`config.mk`:
```
export PLATFORM = sky130hd
export DESIGN_NAME = ifu
export DESIGN_NICKNAME = d
export VERILOG_FILES = /design/src/rtl/ifu_pkg.sv /design/src/rtl/ifu.sv
export SDC_FILE = /design/constraint.sdc
export NUM_CORES = 1
export LEC_CHECK = 0
export CAP_MARGIN = 10
export CELL_PAD_IN_SITES_DETAIL_PLACEMENT = 0
export CELL_PAD_IN_SITES_GLOBAL_PLACEMENT = 1
export CORE_MARGIN = 10
export CORE_UTILIZATION = 29
export CTS_CLUSTER_DIAMETER = 100
export DETAILED_ROUTE_END_ITERATION = 7
export GPL_TIMING_DRIVEN = 0
export PLACE_DENSITY = 0.72
export SLEW_MARGIN = 20
export SYNTH_ARGS = -nofsm -noshare
export SYNTH_HDL_FRONTEND = slang
export SYNTH_SLANG_ARGS = --single-unit
export TNS_END_PERCENT = 100
```
`constraint.sdc`:
```
create_clock -name clock -period 2.2 [get_ports clock]
set_input_delay 0.44 -clock clock [delete_from_list [all_inputs] [get_ports clock]]
set_output_delay 0.44 -clock clock [all_outputs]
set_load 0.03 [all_outputs]
```
`src/rtl/ifu_pkg.sv`:
```
// ifu_pkg: state encoding and architectural constants shared by the fetch unit
package ifu_pkg;
   localparam int XLEN = 64;
   localparam logic [XLEN-1:0] RESET_PC = 64'h8000_0000;
   typedef enum logic [1:0] {S_REQ, S_WAIT, S_HOLD, S_HALT} state_t;
endpackage

```
`src/rtl/ifu.sv`:
```
// ifu: owns the PC, fetches one word at a time from imem and hands it to decode
module ifu
   import ifu_pkg::*;
#(
   parameter logic [XLEN-1:0] RESET_PC = ifu_pkg::RESET_PC
) (
   input  logic            clock,
   input  logic            reset,
   output logic            io_imem_req_valid,
   input  logic            io_imem_req_ready,
   output logic [XLEN-1:0] io_imem_req_addr,
   input  logic            io_imem_resp_valid,
   input  logic [31:0]     io_imem_resp_data,
   input  logic            io_redirect_valid,
   input  logic [XLEN-1:0] io_redirect_pc,
   input  logic            io_halt,
   output logic            io_out_valid,
   input  logic            io_out_ready,
   output logic [31:0]     io_out_inst,
   output logic [XLEN-1:0] io_out_pc
);
   state_t          state;
   logic [XLEN-1:0] pc;
   logic [XLEN-1:0] pc_q;
   logic [31:0]     inst_q;
   logic            kill;
   logic [XLEN-1:0] redirect_pc;
   assign redirect_pc       = {io_redirect_pc[XLEN-1:2], 2'b00};
   assign io_imem_req_valid = ~reset & (state == S_REQ);
   assign io_imem_req_addr  = pc;
   // a redirect drops the held instruction, so it must never be offered that cycle
   assign io_out_valid      = ~reset & (state == S_HOLD) & ~io_redirect_valid;
   assign io_out_inst       = inst_q;
   assign io_out_pc         = pc_q;
   always_ff @(posedge clock) begin
      if (reset) begin
         state  <= S_REQ;
         pc     <= RESET_PC;
         kill   <= 1'b0;
         inst_q <= '0;
         pc_q   <= '0;
      end else begin
         case (state)
            S_REQ: begin
               if (io_redirect_valid) pc <= redirect_pc;
               if (io_imem_req_ready) begin
                  state <= S_WAIT;
                  kill  <= io_redirect_valid;
               end else if (io_halt && !io_redirect_valid) begin
                  state <= S_HALT;
               end
            end
            S_WAIT: begin
               if (io_redirect_valid) begin
                  pc   <= redirect_pc;
                  kill <= ~io_imem_resp_valid;
                  if (io_imem_resp_valid) state <= S_REQ;
               end else if (io_imem_resp_valid) begin
                  kill  <= 1'b0;
                  state <= kill ? S_REQ : S_HOLD;
                  if (!kill) begin
                     inst_q <= io_imem_resp_data;
                     pc_q   <= pc;
                     pc     <= pc + XLEN'(4);
                  end
               end
            end
            S_HOLD: begin
               if (io_redirect_valid) begin
                  pc    <= redirect_pc;
                  state <= S_REQ;
               end else if (io_out_ready) begin
                  state <= io_halt ? S_HALT : S_REQ;
               end
            end
            default: ;
         endcase
      end
   end
endmodule

```
==> results of run 1 <==
-- flip-flops by register name (all words and copies together), names as in the netlist --
register          count
io_imem_req_addr     62
io_out_inst          32
io_out_pc            62
kill                  1
state                 2
-- kinds of logic (layout without fill, tap and decap cells) --
kind of cell / after synthesis / after routing
flops: 159 / 159
buf+inv: 110 / 461
compound gates: 293 / 293
mux: 6 / 6
fa+ha+maj: 5 / 5
simple gates: 460 / 460
other cells: 1 / 5
xor+xnor: 1 / 1
-- how the worst min path moves through the flow --
stage	from	to	slack, ps	depth (start not counted)
finish	io_out_inst[16]	io_out_inst[16]	450	2
global route	io_out_pc[5]	io_out_pc[5]	470	2
CTS	io_out_pc[40]	io_out_pc[40]	460	2
detailed placement	io_out_pc[60]	io_out_pc[60]	450	2
global placement	io_out_pc[43]	io_out_pc[43]	440	2
floorplan	kill	kill	520	2
-- metal layers --
metal	wire, µm	global-route usage	vias to the layer above
met5	0	0	-
met4	654	0.05277	0
met3	3620	0.06714	52
met2	17580	0.3387	418
met1	15380	0.2598	4382
li1	-	-	4421
-- layout by cell type (no fill, tap or decap), types with 10 or more instances in the layout --
cell type | netlist | final
or4_1 | 19 | 14
nand4_1 | 28 | 28
o21ai_0 | 29 | 23
nand2_1 | 251 | 248
a21oi_1 | 142 | 140
nor3_1 | 15 | 12
a211oi_1 | 12 | 10
clkbuf_1 | 66 | 23
clkdlybuf4s50_1 | 0 | 252
and3_1 | 18 | 15
inv_1 | 18 | 16
o211ai_1 | 25 | 25
a31oi_1 | 26 | 25
dfxtp_2 | 0 | 11
dfxtp_1 | 159 | 112
clkbuf_4 | 0 | 10
nand3_1 | 40 | 39
buf_2 | 7 | 10
clkbuf_16 | 0 | 18
clkbuf_2 | 0 | 12
buf_4 | 9 | 81
nor2_1 | 31 | 29
dfxtp_4 | 0 | 36
-- cell type report --
type                    count  area [µm²]
repair buffers            328        3115
diodes                      1       2.502
well taps                 341       426.7
multi-input cells         769        4498
plain buffers              83       579.3
flip-flops and latches    159        3332
inverters                  18       75.07
clock inverters            14       162.7
fillers                  2691       14080
clock buffers              18       450.4
-- worst max-delay path: cells and delay by family, from the launching register on --
| family | cells | cell delay (ps) |
|---|---|---|
| buffers and inverters | 3 | 450 |
| AOI/OAI and AO/OA | 1 | 130 |
| DFF | 1 | 390 |
| and+or+nand+nor | 3 | 1020 |
| adders and majority gates | 1 | 200 |
-- through the flow --
step	power, mW	utilization
after floorplan	7.052	-
after global placement	9.465	0.4081
after detailed placement	9.480	0.4081
after CTS	13.17	0.4538
after global routing	14.31	0.4729
final	13.69	0.4730
-- power by group through the flow --
stage / clock network [mW] / registers, mW / logic, mW
after floorplan: 0 / 4.84 / 2.21
after global placement: 0 / 4.20 / 5.27
after detailed placement: 0 / 4.21 / 5.27
after CTS: 3.20 / 4.14 / 5.83
after global routing: 3.32 / 4.25 / 6.75
final: 3.16 / 4.18 / 6.36
-- what timing repair did --
item | 4_1_cts | 5_1_grt
pin swaps | 13 | 27
buffers inserted | 38 | 32
resized for setup | 144 | 101
cloned | 1 | 0
setup endpoints to repair | 129 | 119
==> out/metrics.csv, run 1 <==
metric,value,unit
CP startpoint,state[0],
pre-CTS setup slack,-1665,ps
Post-Synth Adder-Cell Area,0.008001,
syn avg cell area,7.554,µm²
DPL Wire Length,26.42,mm
crit path DAT,2620,ps
Tightest Pin Transition,924.2,ps
top cell type's share of synthesized area,0.4071,
RSZ-0062 raised after global routing,true,
# rows,60,
clock power share,0.231,
"Hold-fix buffers, CTS",0,
worst min path class,reg2reg,
Critical path destination,io_imem_req_addr[43],
placed instance area,0.01091,mm²
H-tree levels,4,
switching power total,6.055,mW
first-pass GRT wire length,54.39,mm
via/cell ratio,5.357,
CP Class,reg2reg,
reg2reg end,io_imem_req_addr[43],
P per Cell Area,1083,mW/mm²
register area share after synthesis,0.4071,
Comb power frac,0.464,
most frequent CP cell,or3_1,
worst r2r path cells,8,
First DRT Iteration DRCs,718,
worst r2r src,state[0],
number of nets in the layout,1484,
Final Instance Area,0.01264,mm²
Die Y,184.2,µm
synthesized area,0.007819,mm²
clk buf depth,2,
Ys Warns,0,
Compound-Gate Fraction of Synth Area,0.2284,
latest clock arrival within the worst-skew pair,450,ps
pin count of the biggest net entering global routing,20,
starting density of the core,0.2926,
Post-synth EDFFs,0,
final setup margin,-46.46,ps
Startpoint Class,register,
Die W,184.2,µm
placed cell count,1636,
fraction of registers with async set/reset,0,
RD Place Congestion,0.9318,
CORE AREA,0.02673,mm²
CTS tree,done,
"Slew Viols, Final",0,
CP Capture Type,register,
Vias,9273,
Initial DRT Pass Iterations,5,
post-synthesis mux area share,0.008001,
TNS Setup,-46.46,ps
DIE AREA,0.03393,mm²
Tmin final,2246,ps
crit path max-delay cell type,or3_4,
clock root cell,clkbuf_16,
Post-Syn Instances,1035,
initial antenna violation count,0,
# clock sinks,159,
largest family of logic cells by synthesized area,simple AND/OR/NAND/NOR gates,
crit path cell chain,clkinvlp_4 -> ha_4 -> or3_4 -> buf_8 -> buf_4 -> or3_1 -> or3_1 -> a31oi_1,
Leakage,4.422,nW
Hold Slack,454.0,ps
Worst-path clk slew,80,ps
I/O pin cnt,265,
post-route clock period utilization,1.021,
CP max FO,9,
Routed Antenna Nets,0,
GRT overflow,0,
Net Sw Frac,0.4424,
Worst R2R Setup Slack,-50,ps
status,"complete, but fails checks",
sequential share of power,0.305,
Worst path max stage delay,410,ps
commonest cells in the netlist,"251 x nand2_1, 159 x dfxtp_1, 142 x a21oi_1",
FMAX,445.1,MHz
Buffers on Ports,257,
drt wl/cell,21.51,µm
"count leader, synth",nand2_1,
simple-gate share of the synthesized area,0.2877,
Final Skew,13.39,ps
total wire length,37.23,mm
synth-to-layout area growth,61.69,%
total track usage,0.2083,
ranking of synthesized cells by area,"dfxtp_1 41%, nand2_1 12%, a21oi_1 9.1%",
vias in the first global route,8678,
cell taking the most area after synthesis,dfxtp_1,
"flops & latches, synth",159,
synthesized-area fraction occupied by xor and xnor cells,0.001120,
VDD IR max,0.4615,mV
final setup violation count,1,
final hold vios,0,
failing checks,negative setup slack,
CP required,2570,ps
DRC viols,0,
layout cells sized above 1,0.1980,
Yosys cell types,68,
total CTS buffers,17,
max capacitance violation total,0,
Slew HR,0.3839,
fin cells,1731,
Pint,7.632,mW
ys flop type,dfxtp_1,
(Power assumes the default switching activity.)
==> inputs of run 2 (changes only) <==
CORE_UTILIZATION = 32   (was 29)
PLACE_DENSITY = 0.76   (was 0.72)
clock period = 2.5 ns   (was 2.2 ns; I/O delays follow)
==> out/metrics.csv, run 2 (same netlist as run 1, synthesis figures left out) <==
metric,value,unit
starting density of the core,0.3234,
RD Place Congestion,0.9238,
TNS Setup,0,ps
total wire length,35.39,mm
crit path DAT,2730,ps
First DRT Iteration DRCs,801,
P per Cell Area,961.6,mW/mm²
fin cells,1659,
total track usage,0.2177,
FMAX,415.5,MHz
via/cell ratio,5.432,
Buffers on Ports,257,
"most common cell after layout, fill and taps aside",clkdlybuf4s50_1,
first-pass GRT wire length,52.78,mm
DRC viols,0,
status,"finished, final reports clean",
Die W,176.3,µm
CORE AREA,0.02418,mm²
Tightest Pin Transition,882.9,ps
CP Class,in2reg,
CTS tree,done,
initial antenna violation count,0,
final setup violation count,0,
H-tree levels,4,
CP Capture Type,register,
Startpoint Class,input port,
worst hold path depth,2,
Tmin final,2407,ps
clock power share,0.239,
Initial DRT Pass Iterations,5,
# rows,57,
Tot Pwr,11.22,mW
Net Sw Frac,0.4468,
worst min path class,reg2reg,
max capacitance violation total,0,
Routed Antenna Nets,0,
VDD IR max,0.4866,mV
RSZ-0062 raised after global routing,true,
# clock sinks,159,
Vias,9011,
"Slew Viols, Final",0,
total CTS buffers,17,
Die Y,176.3,µm
CP required,2830,ps
reg2reg end,io_imem_req_addr[39],
worst r2r src,io_imem_req_addr[11],
switching power total,5.015,mW
HP Start,io_out_inst[30],
layout cells sized above 1,0.1086,
clk buf depth,2,
"Endpoint, Worst Hold",io_out_inst[30],
CP max FO,10,
DPL Wire Length,25.89,mm
Slew HR,0.4114,
placed cell count,1619,
drt wl/cell,21.33,µm
post-route clock period utilization,0.9627,
DIE AREA,0.03109,mm²
most frequent cells in the layout,"255 x clkdlybuf4s50_1, 248 x nand2_1, 147 x dfxtp_1",
placed instance area,0.01081,mm²
final hold vios,0,
Worst R2R Setup Slack,100,ps
vias in the first global route,8568,
sequential share of power,0.324,
Pint,6.209,mW
I/O pin cnt,265,
latest clock arrival within the worst-skew pair,440,ps
Leakage,3.980,nW
GRT overflow,0,
clock root cell,clkbuf_16,
Final Skew,9.947,ps
antenna cell count,0,
fill count,2411,
worst r2r path cells,8,
Comb power frac,0.438,
Layout Utilization,0.4828,
"Hold-fix buffers, CTS",0,
Worst-path clk slew,70,ps
synth-to-layout area growth,49.29,%
pin count of the biggest net entering global routing,18,
number of nets in the layout,1430,
Final Instance Area,0.01167,mm²
run 2: changes by cell type in the layout (fill, tap and decap cells not counted), sizes merged:
cell           before  now
buf               106   33
bufinv              0    1
clkbuf             68   84
clkdlybuf4s50     252  255
clkinv              6    3
diode               1    0
dlymetal6s2s        1    0
inv                24   27
run 2: routing by layer:
| metal | part of all wire | track usage | vias to the layer above | wire [µm] |
|---|---|---|---|---|
| met4 | 0.025 | 0.07418 | 0 | 867 |
| met2 | 0.46 | 0.3481 | 430 | 16200 |
| met3 | 0.093 | 0.06343 | 57 | 3276 |
| met5 | 0 | 0 | - | 0 |
| met1 | 0.42 | 0.2746 | 4209 | 15040 |
| li1 | - | - | 4315 | - |
run 2: through the flow:
step,setup slack [ps],hold slack [ps]
6_report,93.13,454.0
5_1_grt,-7.292,468.2
4_1_cts,-13.07,455.5
3_5_place_dp,-1259,445.6
3_3_place_gp,-1316,441.0
2_1_floorplan,109.6,523.9
run 2: cell type report:
class	count	area [µm²]	area share
inverters	18	67.56	0.005788
clock inverters	15	165.2	0.01415
repair buffers	267	2645	0.2266
plain buffers	90	489.2	0.04191
well taps	324	405.4	0.03473
multi-input cells	769	4272	0.3660
clock buffers	17	425.4	0.03645
flip-flops and latches	159	3203	0.2744
run 2: power by group through the flow:
stage | clock network (mW) | logic [mW] | registers (mW)
finish | 2.68 | 4.91 | 3.63
global route | 2.81 | 5.22 | 3.71
CTS | 2.73 | 4.77 | 3.59
detailed placement | 0 | 4.59 | 3.64
global placement | 0 | 4.58 | 3.63
floorplan | 0 | 1.92 | 4.20
run 2: worst max path at each step:
stage                               from              endpoint  slack [ps]  cells after the start
floorplan           io_imem_req_addr[11]  io_imem_req_addr[45]         110                      8
global placement       io_redirect_valid  io_imem_req_addr[23]       -1320                      9
detailed placement     io_redirect_valid  io_imem_req_addr[52]       -1260                      8
CTS                             state[0]  io_imem_req_addr[20]         -10                      9
global route                    state[1]         io_out_pc[61]          -7                      8
finish                 io_redirect_valid  io_imem_req_addr[31]          90                      8
run 2: critical path, stage by stage:
cell and delay, ps:
clkdlybuf4s50_1 480, clkbuf_4 230, nand2b_1 200, o221ai_4 290, clkbuf_4 310, buf_2 320, a21oi_1 80, o32a_1 310
run 2: repair_timing:
item | 4_1_cts | 5_1_grt
pin swaps | 2 | 1
cloned | 0 | 0
gates resized for setup | 52 | 57
setup buffers | 6 | 4
setup endpoints to repair | 124 | 118
==> RTL change 1 (settings of run 1) <==
Encoding of `state_t`: now Gray code (2 bits for 4 states).
--- a/src/rtl/ifu_pkg.sv
+++ b/src/rtl/ifu_pkg.sv
@@ -3,5 +3,5 @@
    localparam int XLEN = 64;
    localparam logic [XLEN-1:0] RESET_PC = 64'h8000_0000;
-   typedef enum logic [1:0] {S_REQ, S_WAIT, S_HOLD, S_HALT} state_t;
+   typedef enum logic [1:0] {S_REQ = 2'b00, S_WAIT = 2'b01, S_HOLD = 2'b11, S_HALT = 2'b10} state_t;
 endpackage
 
Behaviour: no difference found for any inputs over 4 cycles, from zero or initial values and one cycle with reset high; so few cycles prove little.
==> RTL change 1 against run 1 <==
- the flow still finishes with violations (negative setup slack)
- sequential cell count unchanged
- wire length is 6.1% higher
- die area is 0.48% higher
- total power is 7.3% higher
- area after synthesis grew 0.54%
- cell area decreased by 2.1%
- via count rose by 4.2%
- setup slack got worse by 0.26 ns
- critical path depth shrank 2
- clock power is 3% lower
- core utilization shrank 1.1 points
- global-route usage increased by 1.4 points
- first-iteration DRC count up 29%
- critical endpoint is now io_imem_req_addr[40]
- highest routed layer unchanged
==> RTL change 1: results <==
{
  "synth_warnings": 0,
  "cts_buffer_depth": 2,
  "layout.nets": 1493,
  "grt_pass1_wl_mm": 57.9,
  "synth_top_flop_cell": "dfxtp_1",
  "worst_slack_ns": -0.302,
  "min_path_cells": 2,
  "min_from": "io_out_inst[4]",
  "placed_area_um2": 11000,
  "wl_met3_mm": 3.57,
  "drt-pass1-iter-count": 6,
  "yosysSeqAreaShare": 0.405,
  "crit_fanout": 2,
  "outcome": "complete, but fails checks",
  "hpwlAfterDp_mm": 28.2,
  "drt_wl_total_mm": 39.5,
  "r2r_start": "io_imem_req_addr[2]",
  "met1Wirelength_mm": 17.0,
  "fillCellCount": 2730,
  "r2r_end": "io_imem_req_addr[40]",
  "routed-wl-met2_mm": 17.8,
  "p_leak_nw": 4.36,
  "hold_class": "reg -> reg",
  "cts_buffers": 17,
  "setup_violations": 5,
  "root_buffer": "clkbuf_16",
  "peakVddDrop_mv": 0.548,
  "synthArstFlopShare": 0,
  "skew_ns": 0.0159,
  "drtIter0Drc": 929,
  "drive_gt1_frac": 0.154,
  "viasPerCell": 5.55,
  "portBuffers": 258,
  "cp.arrival_ns": 2.84,
  "ys_types": 72,
  "clk_latency_ns": 0.44,
  "crit_slowest_cell": "or4_4",
  "r2r.worst_path.cells": 6,
  "htreeDepth": 4,
  "place.gp.congestion": 0.921,
  "synthTopCellsByCount": "nand2_1, dfxtp_1, a21oi_1, clkbuf_1, nor2_1",
  "worst_hold_slack_ns": 0.454,
  "grt_max_degree": 17,
  "synth_area_leaders": "dfxtp_1, nand2_1, a21oi_1",
  "clk_pin_slew_ns": 0.07,
  "hold_path_end": "io_out_inst[4]",
  "cpPeakStageDelay_ns": 0.57,
  "failed_checks": "negative setup slack",
  "maxSlewHeadroom": 0.455,
  "top_layer": "met4",
  "first_global_vias": 9269,
  "track_usage": 0.222,
  "antenna_found_initial": 1
}
==> RTL change 1: critical path: cells and delay by family (launching register included) <==
kind,cells,cell delay [ns]
muxes,1,0.30
and+or+nand+nor,4,1.62
adders and majority gates,1,0.13
DFF,1,0.36
==> RTL change 1: cells by family after synthesis <==
family	Yosys count	share of synthesized area
and+or+nand+nor	498	0.297
other	1	0.000477
AOI/OAI and AO/OA	296	0.231
muxes	4	0.00557
adders and majority gates	5	0.00796
DFF	159	0.405
buffers and inverters	107	0.0535
==> RTL change 1: final cells by class <==
type	instances	area, um2	share of cell area
timing repair buffer	304	2930	0.237
buffer	78	526	0.0425
multi-input combinational	807	4590	0.371
clock inverter	13	125	0.0101
antenna	1	2.50	0.000202
sequential	159	3250	0.263
inverter	18	67.6	0.00546
tap	341	427	0.0345
clock buffer	19	453	0.0366
==> RTL change 1: worst max-delay path by stage <==
stage | slack, ns | to | start | depth (start not counted)
after floorplan | -0.22 | io_imem_req_addr[40] | io_imem_req_addr[6] | 6
after global routing | -0.37 | io_imem_req_addr[38] | io_imem_req_addr[2] | 8
after CTS | -0.33 | io_imem_req_addr[40] | io_imem_req_addr[2] | 6
final | -0.30 | io_imem_req_addr[40] | io_imem_req_addr[2] | 6
after detailed placement | -1.56 | io_out_valid | reset | 6
after global placement | -1.62 | io_out_valid | reset | 6
==> RTL change 1: timing repair <==
| action | CTS | global route |
|---|---|---|
| gates resized for setup | 123 | 80 |
| setup endpoints to repair | 163 | 132 |
| pin swaps | 16 | 14 |
| setup buffers | 30 | 16 |
==> RTL change 1: metal layers <==
layer  up-vias  GRT usage
met2       512      0.352
met1      4580      0.288
met3        84     0.0516
met4         0     0.0806
li1       4488          -
met5         -          0
==> RTL change 1: stage by stage <==
step / setup TNS (ns) / util / cells / power (W) / setup WS (ns)
detailed placement: -138.96 / 0.410 / 1672 / 0.0108 / -1.56
finish: -1.02 / 0.462 / 1740 / 0.0147 / -0.302
global placement: -140.76 / 0.410 / 1672 / 0.0108 / -1.62
floorplan: -0.216 / - / 1073 / 0.00777 / -0.216
global route: -1.59 / 0.462 / 1739 / 0.0153 / -0.365
CTS: -1.10 / 0.451 / 1726 / 0.0142 / -0.331
==> RTL change 1: power breakdown <==
group,switching [W],total (W),internal (W),leakage (nW)
Sequential,0.000980,0.00447,0.00349,1.31
Combinational,0.00443,0.00716,0.00274,2.77
Clock,0.00141,0.00305,0.00165,0.283
==> RTL change 2 (flow settings as in run 1) <==
Made on the original files. `XLEN`: 64 -> 96.
--- a/src/rtl/ifu_pkg.sv
+++ b/src/rtl/ifu_pkg.sv
@@ -1,5 +1,5 @@
 // ifu_pkg: state encoding and architectural constants shared by the fetch unit
 package ifu_pkg;
-   localparam int XLEN = 64;
+   localparam int XLEN = 96;
    localparam logic [XLEN-1:0] RESET_PC = 64'h8000_0000;
    typedef enum logic [1:0] {S_REQ, S_WAIT, S_HOLD, S_HALT} state_t;
Ports: changed (resized io_imem_req_addr, io_out_pc and io_redirect_pc); port bits go from 265 to 361. The function was not compared with the original's and may differ.
==> RTL change 2 against run 1 <==
- the flow still finishes with violations (negative setup slack)
- wire length grew 96%
- cell area grew 64%
- setup slack lost 0.17 ns
- sequential cell count grew 64
- area after synthesis grew 49%
- final cell count grew 59%
- total power grew 54%
- critical endpoint is now io_imem_req_addr[87]
==> RTL change 2: results <==
{
  "fillCellCount": 3802,
  "worst_slack_ns": -0.216,
  "crit_slowest_cell": "or4_4",
  "hpwlAfterDp_mm": 51.3,
  "grt_max_degree": 14,
  "setup_violations": 22,
  "synthTopCellsByCount": "nand2_1, dfxtp_1, a21oi_1, clkbuf_1, nor2_1",
  "cp.arrival_ns": 2.87,
  "outcome": "complete, but fails checks",
  "htreeDepth": 1,
  "first_global_vias": 14591,
  "clk_latency_ns": 0.58,
  "skew_ns": 0.0188,
  "portBuffers": 354,
  "utilization": 0.521,
  "hold_class": "in -> reg",
  "cpPeakStageDelay_ns": 0.57,
  "failed_checks": "negative setup slack",
  "hold_path_end": "io_out_inst[2]",
  "drtIter0Drc": 1742,
  "drt_wl_total_mm": 73.0,
  "r2r_end": "io_imem_req_addr[87]",
  "min_from": "io_imem_resp_data[2]",
  "layout.nets": 2347,
  "vias": 15651,
  "grt_pass1_wl_mm": 102,
  "crit_fanout": 4,
  "p_leak_nw": 8.10,
  "maxSlewHeadroom": 0.272,
  "cts_buffers": 28,
  "ys_types": 74,
  "yosysSeqAreaShare": 0.383,
  "antenna_found_initial": 5,
  "place.gp.congestion": 0.977,
  "track_usage": 0.280
}
## RTL change 2: metrics by stage
step           hold WS (ns)  setup WS [ns]  TNS [ns]  cells  total power, W
6_report              0.414         -0.216     -1.58   2757          0.0211
5_1_grt               0.421         -0.256     -3.47   2755          0.0218
4_1_cts               0.397        -0.0963    -0.669   2688          0.0203
3_5_place_dp          0.446          -1.88   -271.03   2476          0.0138
3_3_place_gp          0.442          -2.28   -380.57   2475          0.0137
2_1_floorplan         0.499        -0.0937    -0.266   1596         0.00983
## RTL change 2: what timing repair did
action / in CTS / in global routing
setup endpoints to repair: 253 / 140
hold buffers: 0 / 0
cloned: 0 / 1
buffers inserted: 171 / 67
resized for setup: 376 / 156
hold endpoints to repair: 0 / 0
pin swaps: 82 / 58
## RTL change 2: power breakdown
| part | switching [W] | internal [W] |
|---|---|---|
| sequential | 0.000960 | 0.00480 |
| clock | 0.00198 | 0.00320 |
| combinational | 0.00628 | 0.00388 |
| total | 0.00922 | 0.0119 |
## RTL change 2: worst max-delay path, delay by kind of cell (launching register included)
kind          cells  cell delay [ns]
buf+inv           2             0.31
flops             1             0.36
simple gates      6             1.63
## RTL change 2: routing by layer
layer  wire, um  global-route usage
met1      29900               0.371
met2      31400               0.425
met3       8300              0.0724
met4       3350               0.119
met5          0                   0
## RTL change 2: layout make-up
| type | instances | share of cell area |
|---|---|---|
| multi-input cells | 1220 | 0.367 |
| plain buffers | 125 | 0.0500 |
| diodes | 4 | 0.000483 |
| inverters | 16 | 0.00302 |
| well taps | 525 | 0.0317 |
| repair buffers | 593 | 0.270 |
| flip-flops and latches | 223 | 0.227 |
| clock inverters | 8 | 0.00592 |
| clock buffers | 43 | 0.0441 |
## RTL change 2: worst max path at each step
stage                    startpoint                   end
3_5_place_dp      io_redirect_valid  io_imem_req_addr[19]
3_3_place_gp      io_redirect_valid         io_out_pc[93]
2_1_floorplan  io_imem_req_addr[26]  io_imem_req_addr[87]
5_1_grt        io_imem_req_addr[21]  io_imem_req_addr[65]
4_1_cts        io_imem_req_addr[15]  io_imem_req_addr[65]
6_report       io_imem_req_addr[15]  io_imem_req_addr[87]
## RTL change 2: logic make-up (layout without fill, tap and decap cells)
family | after synthesis | after routing | share of synthesized area
AO/OA/AOI/OAI | 382 | 382 | 0.195
multiplexers | 12 | 12 | 0.0105
AND/OR/NAND/NOR | 816 | 816 | 0.352
other | 1 | 8 | 0.000322
adder cells (fa/ha/maj) | 5 | 5 | 0.00536
flip-flops | 223 | 223 | 0.383
XOR/XNOR | 1 | 1 | 0.000751
buffers and inverters | 153 | 785 | 0.0532
